`src/rtl/me_pkg.sv`:
```
// me_pkg: shared types and widths for the motion-estimation frame scheduler.
package me_pkg;
  localparam int MB_SIZE = 16;
  localparam int MV_W = 4;
  localparam int SAD_W = 8;
  typedef enum logic [2:0] {
    S_IDLE, S_LAUNCH, S_RUN, S_CAPTURE, S_WAIT_SPACE, S_NEXT, S_DRAIN
  } state_t;
  // Result word is {mb_y, mb_x, motiony, motionx, bestdist}.
  function automatic int res_w(input int mbw);
    return 2 * mbw + 2 * MV_W + SAD_W;
  endfunction
endpackage

```
`src/rtl/me_frame_scheduler_if.sv`:
```
// me_frame_scheduler_if: control, core and result handshake signals of the scheduler.
interface me_frame_scheduler_if import me_pkg::*; #(parameter int MBW = 4) ();
  localparam int RES_W = res_w(MBW);
  logic             start;
  logic             busy;
  logic             done;
  logic             me_start;
  logic [MBW-1:0]   mb_x;
  logic [MBW-1:0]   mb_y;
  logic [MV_W-1:0]  me_motionx;
  logic [MV_W-1:0]  me_motiony;
  logic [SAD_W-1:0] me_bestdist;
  logic             res_valid;
  logic             res_ready;
  logic [RES_W-1:0] res_data;
  modport master (
    input  start, me_motionx, me_motiony, me_bestdist, res_ready,
    output busy, done, me_start, mb_x, mb_y, res_valid, res_data
  );
  modport slave (
    output start, me_motionx, me_motiony, me_bestdist, res_ready,
    input  busy, done, me_start, mb_x, mb_y, res_valid, res_data
  );
endinterface

```
`src/rtl/me_result_fifo.sv`:
```
// me_result_fifo: small result FIFO; a pop frees space for a push in the same cycle.
module me_result_fifo #(
  parameter int DEPTH = 2,
  parameter int W = 24
) (
  input  logic         clock,
  input  logic         reset_n,
  input  logic         push,
  input  logic         pop,
  input  logic [W-1:0] din,
  output logic         full,
  output logic         empty,
  output logic [W-1:0] dout
);
  localparam int AW = $clog2(DEPTH);
  logic [W-1:0]  r_mem [DEPTH];
  logic [AW-1:0] r_wp;
  logic [AW-1:0] r_rp;
  logic [AW:0]   r_cnt;
  logic          w_push;
  logic          w_pop;
  assign full   = r_cnt == (AW+1)'(DEPTH);
  assign empty  = r_cnt == '0;
  assign w_pop  = pop & ~empty;
  assign w_push = push & (~full | w_pop);
  assign dout   = empty ? '0 : r_mem[r_rp];
  always_ff @(posedge clock or negedge reset_n) begin
    if (!reset_n) begin
      r_wp  <= '0;
      r_rp  <= '0;
      r_cnt <= '0;
    end else begin
      if (w_push) r_wp <= r_wp + 1'b1;
      if (w_pop) r_rp <= r_rp + 1'b1;
      r_cnt <= r_cnt + (AW+1)'(w_push) - (AW+1)'(w_pop);
    end
  end
  always_ff @(posedge clock) begin
    if (w_push) r_mem[r_wp] <= din;
  end
endmodule

```
`src/rtl/me_frame_scheduler.sv`:
```
// me_frame_scheduler: walks the macroblock grid, launches one core search per MB
// and queues the tagged results for a valid/ready consumer.
module me_frame_scheduler import me_pkg::*; #(
  parameter int FRAME_MB_X = 4,
  parameter int FRAME_MB_Y = 4,
  parameter int MBW        = 4,
  parameter int ME_CYCLES  = 4112,
  parameter int FIFO_DEPTH = 2
) (
  input logic             clock,
  input logic             reset_n,
  me_frame_scheduler_if.master bus
);
  localparam int CW    = $clog2(ME_CYCLES);
  localparam int RES_W = res_w(MBW);
  state_t         r_state;
  state_t         w_next;
  logic [CW-1:0]  r_cnt;
  logic [MBW-1:0] r_mb_x;
  logic [MBW-1:0] r_mb_y;
  logic           w_full;
  logic           w_empty;
  logic           w_done;
  logic           w_last_x;
  logic           w_last;
  assign w_last_x = r_mb_x == MBW'(FRAME_MB_X - 1);
  assign w_last   = w_last_x && r_mb_y == MBW'(FRAME_MB_Y - 1);
  assign w_done   = r_state == S_DRAIN && w_empty;
  assign bus.done      = w_done;
  assign bus.busy      = r_state != S_IDLE && !w_done;
  assign bus.me_start  = r_state == S_LAUNCH;
  assign bus.mb_x      = r_mb_x;
  assign bus.mb_y      = r_mb_y;
  assign bus.res_valid = !w_empty;
  always_comb begin
    w_next = r_state;
    case (r_state)
      S_IDLE:       w_next = bus.start ? S_LAUNCH : S_IDLE;
      S_LAUNCH:     w_next = S_RUN;
      S_RUN:        if (r_cnt == '0) w_next = w_full ? S_WAIT_SPACE : S_CAPTURE;
      S_WAIT_SPACE: if (!w_full) w_next = S_CAPTURE;
      S_CAPTURE:    w_next = S_NEXT;
      S_NEXT:       w_next = w_last ? S_DRAIN : S_LAUNCH;
      S_DRAIN:      if (w_empty) w_next = S_IDLE;
      default:      w_next = S_IDLE;
    endcase
  end
  always_ff @(posedge clock or negedge reset_n) begin
    if (!reset_n) begin
      r_state <= S_IDLE;
      r_cnt   <= '0;
      r_mb_x  <= '0;
      r_mb_y  <= '0;
    end else begin
      r_state <= w_next;
      if (r_state == S_LAUNCH) r_cnt <= CW'(ME_CYCLES - 1);
      else if (r_state == S_RUN && r_cnt != '0) r_cnt <= r_cnt - 1'b1;
      if (r_state == S_IDLE && bus.start) begin
        r_mb_x <= '0;
        r_mb_y <= '0;
      end else if (r_state == S_NEXT && !w_last) begin
        r_mb_x <= w_last_x ? '0 : r_mb_x + 1'b1;
        r_mb_y <= w_last_x ? r_mb_y + 1'b1 : r_mb_y;
      end
    end
  end
  me_result_fifo #(.DEPTH(FIFO_DEPTH), .W(RES_W)) u_fifo (
    .clock   (clock),
    .reset_n (reset_n),
    .push    (r_state == S_CAPTURE),
    .pop     (bus.res_valid & bus.res_ready),
    .din     ({r_mb_y, r_mb_x, bus.me_motiony, bus.me_motionx, bus.me_bestdist}),
    .full    (w_full),
    .empty   (w_empty),
    .dout    (bus.res_data)
  );
endmodule

```
`src/flat_wrapper.sv`:
```
// flat-port wrapper written by rule: the top's interface ports become plain ports
module me_frame_scheduler_flat import me_pkg::*;
#(
  parameter int FRAME_MB_X = 4,
  parameter int FRAME_MB_Y = 4,
  parameter int MBW        = 4,
  parameter int ME_CYCLES  = 4112,
  parameter int FIFO_DEPTH = 2
)
  (clock, reset_n, bus_start, bus_me_motionx, bus_me_motiony, bus_me_bestdist, bus_res_ready, bus_busy, bus_done, bus_me_start, bus_mb_x, bus_mb_y, bus_res_valid, bus_res_data);
  me_frame_scheduler_if #(.MBW(MBW)) bus_i ();
  input logic clock;
  input logic reset_n;
  input wire logic [$bits(bus_i.start)-1:0] bus_start;
  input wire logic [$bits(bus_i.me_motionx)-1:0] bus_me_motionx;
  input wire logic [$bits(bus_i.me_motiony)-1:0] bus_me_motiony;
  input wire logic [$bits(bus_i.me_bestdist)-1:0] bus_me_bestdist;
  input wire logic [$bits(bus_i.res_ready)-1:0] bus_res_ready;
  output wire logic [$bits(bus_i.busy)-1:0] bus_busy;
  output wire logic [$bits(bus_i.done)-1:0] bus_done;
  output wire logic [$bits(bus_i.me_start)-1:0] bus_me_start;
  output wire logic [$bits(bus_i.mb_x)-1:0] bus_mb_x;
  output wire logic [$bits(bus_i.mb_y)-1:0] bus_mb_y;
  output wire logic [$bits(bus_i.res_valid)-1:0] bus_res_valid;
  output wire logic [$bits(bus_i.res_data)-1:0] bus_res_data;
  assign bus_i.start = bus_start;
  assign bus_i.me_motionx = bus_me_motionx;
  assign bus_i.me_motiony = bus_me_motiony;
  assign bus_i.me_bestdist = bus_me_bestdist;
  assign bus_i.res_ready = bus_res_ready;
  assign bus_busy = bus_i.busy;
  assign bus_done = bus_i.done;
  assign bus_me_start = bus_i.me_start;
  assign bus_mb_x = bus_i.mb_x;
  assign bus_mb_y = bus_i.mb_y;
  assign bus_res_valid = bus_i.res_valid;
  assign bus_res_data = bus_i.res_data;
  me_frame_scheduler #(.FRAME_MB_X(FRAME_MB_X), .FRAME_MB_Y(FRAME_MB_Y), .MBW(MBW), .ME_CYCLES(ME_CYCLES), .FIFO_DEPTH(FIFO_DEPTH)) u_core (.clock(clock), .reset_n(reset_n), .bus(bus_i));
endmodule
```
`config.mk`:
```
export PLATFORM = sky130hd
export DESIGN_NAME = me_frame_scheduler_flat
export DESIGN_NICKNAME = d
export VERILOG_FILES = /design/src/rtl/me_pkg.sv /design/src/rtl/me_frame_scheduler_if.sv /design/src/rtl/me_result_fifo.sv /design/src/rtl/me_frame_scheduler.sv /design/src/flat_wrapper.sv
export SDC_FILE = /design/constraint.sdc
export NUM_CORES = 1
export LEC_CHECK = 0
export BUFFER_PORTS_ARGS = -buffer_cell sky130_fd_sc_hd__buf_2
export CAP_MARGIN = 25
export CORE_UTILIZATION = 56
export CTS_CLUSTER_DIAMETER = 50
export CTS_CLUSTER_SIZE = 10
export DETAILED_ROUTE_END_ITERATION = 7
export HOLD_SLACK_MARGIN = 0.03
export PLACE_DENSITY_LB_ADDON = 0.1
export RECOVER_POWER = 50
export SYNTH_ARGS = -nofsm -noshare
export SYNTH_HDL_FRONTEND = slang
export SYNTH_SLANG_ARGS = --single-unit
```
`constraint.sdc`:
```
create_clock -name clock -period 3.15 [get_ports clock]
set_input_delay 0.1575 -clock clock [delete_from_list [all_inputs] [get_ports clock]]
set_output_delay 0.1575 -clock clock [all_outputs]
set_load 0.005 [all_outputs]
```
=== Yosys cells after proc, flatten, opt, wreduce, memory -nomap -nowiden ===
Memories as Yosys holds them, arrays and structs flattened.
Cells that the tools add are included.
W data, S select, Z words.

* Bits in registers: 28
* RAM bits: 48
* Input bits: 20
* Output and inout port bits: 36
* Logic and storage cells: 70
* Memories kept: 1

* Add/subtract/negate cells: 7
* Equality and inequality tests: 12
* Muxes and demuxes: 18
* Bitwise logic cells: 6
* Reduce and logical (&&, ||, !) cells: 19

{| class="wikitable"
|+ Memory list
! name !! depth !! bits a word !! rd ports !! clocked after Yosys merged registers in !! wr ports !! RTL line !! RTL
|-
| u_core.u_fifo.r_mem || 2 || 24 || 1 || 0 || 1 || me_result_fifo.sv:16 || <nowiki>logic [W-1:0] r_mem [DEPTH];</nowiki>
|}

{| class="wikitable"
|+ Operators with widths
! kind !! count
|-
| $mux W13 || 2
|-
| $mux W24 || 1
|-
| $mux W4 || 6
|-
| $pmux W3 S7 || 1
|-
| $mux W3 || 5
|-
| $logic_not A13 Y1 || 1
|-
| $reduce_bool A13 Y1 || 1
|-
| $sub A13 B1 Y13 const B || 1
|-
| $eq A3 B3 Y1 const B || 3
|-
| $add A4 B1 Y4 const B || 2
|-
| $eq A4 B2 Y1 const B || 2
|-
| $eq A3 B2 Y1 const B || 2
|-
| $logic_and A1 B1 Y1 || 6
|-
| $reduce_bool A2 Y1 || 3
|-
| $ne A2 B2 Y1 const B || 2
|-
| $and A1 B1 Y1 || 3
|-
| $eq A3 B1 Y1 const B || 1
|-
| $logic_not A1 Y1 || 3
|-
| $logic_not A3 Y1 || 1
|-
| $mux W1 || 3
|-
| $reduce_and A3 Y1 || 1
|-
| $reduce_bool A3 Y1 || 1
|-
| $add A1 B1 Y1 const B || 2
|-
| $add A2 B1 Y2 || 1
|-
| 7 further kinds || 8
|}

=== Depth between registers and ports, before layout ===
* Depth in word-level cells: 8
* Gate-level depth with buffers: 9
* Gate-level depth less buffers: 7

=== Hierarchy ===
A second synthesis with hierarchy kept.

* Cells, all modules: 279
* Area total of the unflattened synthesis: 3503.4 um^2

{| class="wikitable"
|+ By module, submodules not included
! module !! instances !! cells an instance !! area each (um^2) !! sequential area each (um^2)
|-
| me_result_fifo || 1 || 123 || 2034.5 || 1541.5
|-
| me_frame_scheduler || 1 || 156 || 1468.9 || 600.6
|}

=== Worst setup path before layout ===
No wires, ideal clock.

* Kind: reg2reg
* Start: register u_core.r_state[1]
* End: memory u_core.u_fifo.r_mem[0][0], enable pin
* Setup time: 0.405 ns
* Arrival: 2.108 ns
* Data required time: 2.745 ns
* Setup slack: 0.637 ns
* Stages on the path, launching flop included: 6
* Path buffers: 2
* Clock period less this slack: 2.513 ns
* Cell sequence: dfrtp_1 clkbuf_2 clkbuf_1 nor2b_1 o211ai_1 nor2_1

* Longest elaborated chain between the ends: 4

{| class="wikitable"
|+ RTL lines
! element !! RTL line !! RTL
|-
| start, declared || me_frame_scheduler.sv:16 || <nowiki>state_t r_state;</nowiki>
|-
| start signal, assigned || me_frame_scheduler.sv:55 || <nowiki>r_state <= w_next;</nowiki>
|-
| $eq A3 B2 Y1 || me_frame_scheduler.sv:70 || <nowiki>.push (r_state == S_CAPTURE),</nowiki>
|-
| $and A1 B1 Y1 || me_result_fifo.sv:25 || <nowiki>assign w_push = push & (~full | w_pop);</nowiki>
|-
| $mux W1 || me_result_fifo.sv:39 || <nowiki>if (w_push) r_mem[r_wp] <= din;</nowiki>
|-
| $mux W1 (not written as such) || me_result_fifo.sv:39 ||
|-
| end, declared || me_result_fifo.sv:16 ||
|}

Every way passes these cells.

=== Worst setup path after layout ===
* Start: register u_core.r_mb_x[0] (netlist: u_core.bus.mb_x[0])
* End: register u_core.r_mb_y[1] (netlist: u_core.bus.mb_y[1])

* Longest elaborated chain between the ends: 6
* Elaborated cells between the ends (all ways): 7
* Classes of those cells: eq/ne: 1; reduce/logical: 6

{| class="wikitable"
|+ RTL lines
! element !! RTL line !! RTL
|-
| start, declared || me_frame_scheduler.sv:19 || <nowiki>logic [MBW-1:0] r_mb_x;</nowiki>
|-
| start signal, assigned || me_frame_scheduler.sv:62 || <nowiki>r_mb_x <= w_last_x ? '0 : r_mb_x + 1'b1;</nowiki>
|-
| $eq A4 B2 Y1 (*) || me_frame_scheduler.sv:26 || <nowiki>assign w_last_x = r_mb_x == MBW'(FRAME_MB_X - 1);</nowiki>
|-
| $logic_and A1 B1 Y1 || me_frame_scheduler.sv:27 || <nowiki>assign w_last = w_last_x && r_mb_y == MBW'(FRAME_MB_Y - 1);</nowiki>
|-
| $logic_not A1 Y1 || me_frame_scheduler.sv:61 || <nowiki>end else if (r_state == S_NEXT && !w_last) begin</nowiki>
|-
| $logic_and A1 B1 Y1 || me_frame_scheduler.sv:61 ||
|-
| $reduce_bool A2 Y1 (no line) || n/a ||
|-
| $reduce_and A2 Y1 (no line) (*) || n/a ||
|-
| end signal, assigned || me_frame_scheduler.sv:63 || <nowiki>r_mb_y <= w_last_x ? r_mb_y + 1'b1 : r_mb_y;</nowiki>
|-
| end, declared || me_frame_scheduler.sv:20 || <nowiki>logic [MBW-1:0] r_mb_y;</nowiki>
|}

Mark *: on every way between the ends. The rest lies on a longest branch, timed or not.
A chain may end at the register's enable or synchronous reset.

==> out/qor_table.md <==
| Quantity | Reported | Unit |
|:---|:---|:---|
| Critical hold path startpoint | bus_res_ready | - |
| Critical path class | flop to flop | - |
| Cell area after synthesis | 0.00343 | mm² |
| Worst Hold Depth | 3 | - |
| Critical Path End Type | flop | - |
| Endpoint with the worst hold slack | u_core.u_fifo.r_rp | - |
| Setup WS post-layout | 1.01 | ns |
| Relative max-transition margin | -2.98 | % |
| Final critical-path required period | 2.14 | ns |
| Library cell contributing the largest single delay on the critical path | nor3b_1 | - |
| First-pass detailed-route iteration total | 4 | - |
| Die width | 80.3 | µm |
| Height of the die | 80.3 | µm |
| Routed len/inst | 15.2 | µm |
| Clock tree root driver cell | clkbuf_8 | - |
| Via count | 2299 | - |
| TritonCTS sink count | 76 | - |
| Gates resized, CTS repair | 0 | - |
| Hold buffer count at CTS | 17 | - |
| Via count of the first global-routing pass | 2136 | - |
| Proportion of synthesized chip area in sequential cells | 62.4 | % |
| Most common cell type on the critical path | nor3b_1 | - |
| Most frequent cells in the layout | edfxtp_1, nor2_1, mux2i_1 | - |
| Pin count of the biggest net entering global routing | 29 | - |
| MaxCap Viol Count | 1 | - |
| Inserted Clock Buffers | 9 | - |
| Type of element launching the critical path | flop | - |
| Post-layout util | 69.6 | % |
| Remaining global-route overflow | 0 | - |
| Worst-case reg-to-reg path depth | 5 | - |
| Crit path cell chain | ha_1 > nor3b_1 > nor3b_1 > mux2i_1 > nor2_1 | - |
| NumNets Final | 370 | - |
| Final number of hold-violating endpoints | 0 | - |
| Setup Fix Bufs, Post-CTS | 0 | - |
| Violated checks | max-capacitance violations, max-slew violations | - |
| Cell family contributing the most delay on the critical path | simple AND/OR/NAND/NOR gates | - |
| Syn Nets | 293 | - |
| Total negative setup slack | 0 | ns |
| HPWL after detailed placement | 4.09 | mm |
| Worst slack, placed | 1.07 | ns |
| EDFF count, synth | 48 | - |
| Starting Density | 58.0 | % |
| Detail-routed via count per cell | 5.42 | - |
| # H-tree levels | 3 | - |
| Placed cell area | 0.00379 | mm² |
| Synthesis-to-layout area growth | 20.1 | % |
| Crit path buffers/inverters | 0 | - |
| Number of cells produced by synthesis | 267 | - |
| Required arrival time at the worst endpoint | 3.33 | ns |
| Top fanout value on the critical path | 7 | - |
| Worst-case clock buffer depth | 2 | - |
| Commonest register cell after synthesis | edfxtp_1 | - |
| Warning count from the yosys run | 0 | - |
| Final instance count without filler cells | 424 | - |
| Clock-pin transition on the worst setup and hold timing paths | 0.08 | ns |
| Row cnt | 28 | - |
| Total of flip-flops plus latches after synthesis | 76 | - |
| Initial antenna violation count | 0 | - |
| Antenna Violating Nets Remaining | 0 | - |
| Worst setup path start | u_core.bus.mb_x[0] | - |
| Synth cell types | 47 | - |
| Max-slew violations | 29 | - |
| Most common cell after layout, fill and taps aside | edfxtp_1 | - |
| Post-route cell area | 0.00412 | mm² |
| Worst hold path class | primary input to flop | - |
| IO buf count | 55 | - |
| Placed insts | 391 | - |
| Wire length of the first global-routing pass | 10.2 | mm |
| Antenna cells | 0 | - |
| RR Endpoint | u_core.bus.mb_y[1] | - |
| Number of remaining DRC errors | 0 | - |
| Stage delay of the slowest cell on the critical path | 0.60 | ns |
| DRT iter0 DRCs | 153 | - |
| Fin Clk Skew | 0.00729 | ns |
| Clock Latency Late Sink | 0.34 | ns |
| Power Dens Cells | 876 | mW/mm² |
| RSZ-0062 raised after global routing | false | - |
| Wirelength, routed | 6.47 | mm |
| Number of top-level pins | 56 | - |
| Worst reg2reg startpoint | u_core.bus.mb_x[0] | - |
| Area of the core region | 0.00592 | mm² |
| Total chip power | 3.61 | mW |
| Endpoint arrival time on the critical path | 2.31 | ns |
| Routability-driven placement congestion ratio | 0.811 | - |
| Async set-or-reset flop fraction in the synthesized netlist | 36.8 | % |
| Leakage power | 1.72 | nW |
| Share of layout cells above drive strength 1 | 17.5 | % |
| Final setup violating endpoints | 0 | - |
| Die area | 0.00645 | mm² |
| Worst slew pin tran | 1.54 | ns |
| Post-route worst hold slack | 0.259 | ns |
| Portion of the clock cycle consumed by the worst path in the final layout | 67.8 | % |
| Worst reg-to-reg setup slack | 1.01 | ns |
| CTS tree | yes | - |
| Peak VDD IR | 0.000502 | V |
| Syn avg cell area | 12.9 | µm² |
| Overall Global Routing Usage | 21.6 | % |
| Highest clock frequency the design can meet | 468 | MHz |
| Outcome | finished with violations | - |
==> cell usage after synthesis (2+ instances only) <==
cell type | number | area (µm²)
edfxtp_1 | 48 | 1440
nor2_1 | 42 | 158
mux2i_1 | 33 | 330
dfrtp_1 | 28 | 701
nand2_1 | 10 | 37.5
a21oi_1 | 9 | 45.0
ha_1 | 6 | 75.1
inv_1 | 6 | 22.5
nand3_1 | 6 | 30.0
o21ai_0 | 6 | 30.0
buf_2 | 5 | 25.0
nor3b_1 | 5 | 37.5
xnor2_1 | 5 | 43.8
clkbuf_1 | 4 | 15.0
nand4_1 | 4 | 25.0
nor3_1 | 4 | 20.0
and3_1 | 3 | 18.8
nand2b_1 | 3 | 18.8
nand4b_1 | 3 | 26.3
nor2b_1 | 3 | 18.8
or4_1 | 3 | 22.5
xor2_1 | 3 | 26.3
nand3b_1 | 2 | 15.0
o211ai_1 | 2 | 15.0
or3_1 | 2 | 12.5
==> how the worst max path moves through the flow <==
stage | to | cells after the start | slack (ns)
3_3_place_gp | u_core.bus.mb_y[1] | 5 | 1.16
4_1_cts | u_core.bus.mb_y[1] | 5 | 1.06
6_report | u_core.bus.mb_y[1] | 5 | 1.01
5_1_grt | u_core.bus.mb_y[1] | 5 | 0.85
2_1_floorplan | u_core.u_fifo.r_mem[0][0] | 5 | 0.64
3_5_place_dp | u_core.bus.mb_y[1] | 5 | 1.07
==> per-layer routing <==
layer  vias to the layer above  routed length, µm  GRT usage (%)
met5                         -                  0              0
met4                         0                 76           9.82
met3                         6                332           3.64
met2                        59               3040           34.0
met1                      1098               3020           29.5
li1                       1136                  -              -
==> sequential cells by signal (all words and copies together) (netlist names) <==
register,flops
u_core.u_fifo.r_rp,1
u_core.bus.mb_x,4
u_core.bus.mb_y,4
u_core.r_state,3
u_core.u_fifo.r_mem,48
u_core.u_fifo.r_cnt,2
u_core.r_cnt,13
u_core.u_fifo.r_wp,1
==> area by class of cell <==
class / count / area [µm²]
Tap cell: 75 / 93.8
Inverter: 7 / 26.3
Clock buffer: 10 / 128
Sequential cell: 76 / 2140
Clock inverter: 6 / 65.1
Multi-Input combinational cell: 174 / 1220
Fill cell: 451 / 1800
Timing Repair Buffer: 76 / 449
==> power by group <==
part | internal (mW) | switching, mW
Combinational | 0.585 | 0.724
Sequential | 1.36 | 0.226
Clock | 0.366 | 0.354
==> cell families after synthesis <==
group                    synth area share [%]
AO/OA/AOI/OAI                            5.43
XOR/XNOR                                 2.04
adder cells (fa/ha/maj)                  2.19
buffers and inverters                    2.08
flip-flops                               62.4
multiplexers                             9.62
AND/OR/NAND/NOR                          16.3
==> worst min-delay path: stages <==
cell,delay [ns]
buf_2,0.11
nor2b_1,0.15
xor2_1,0.13
Power figures use the tool's default switching activity.
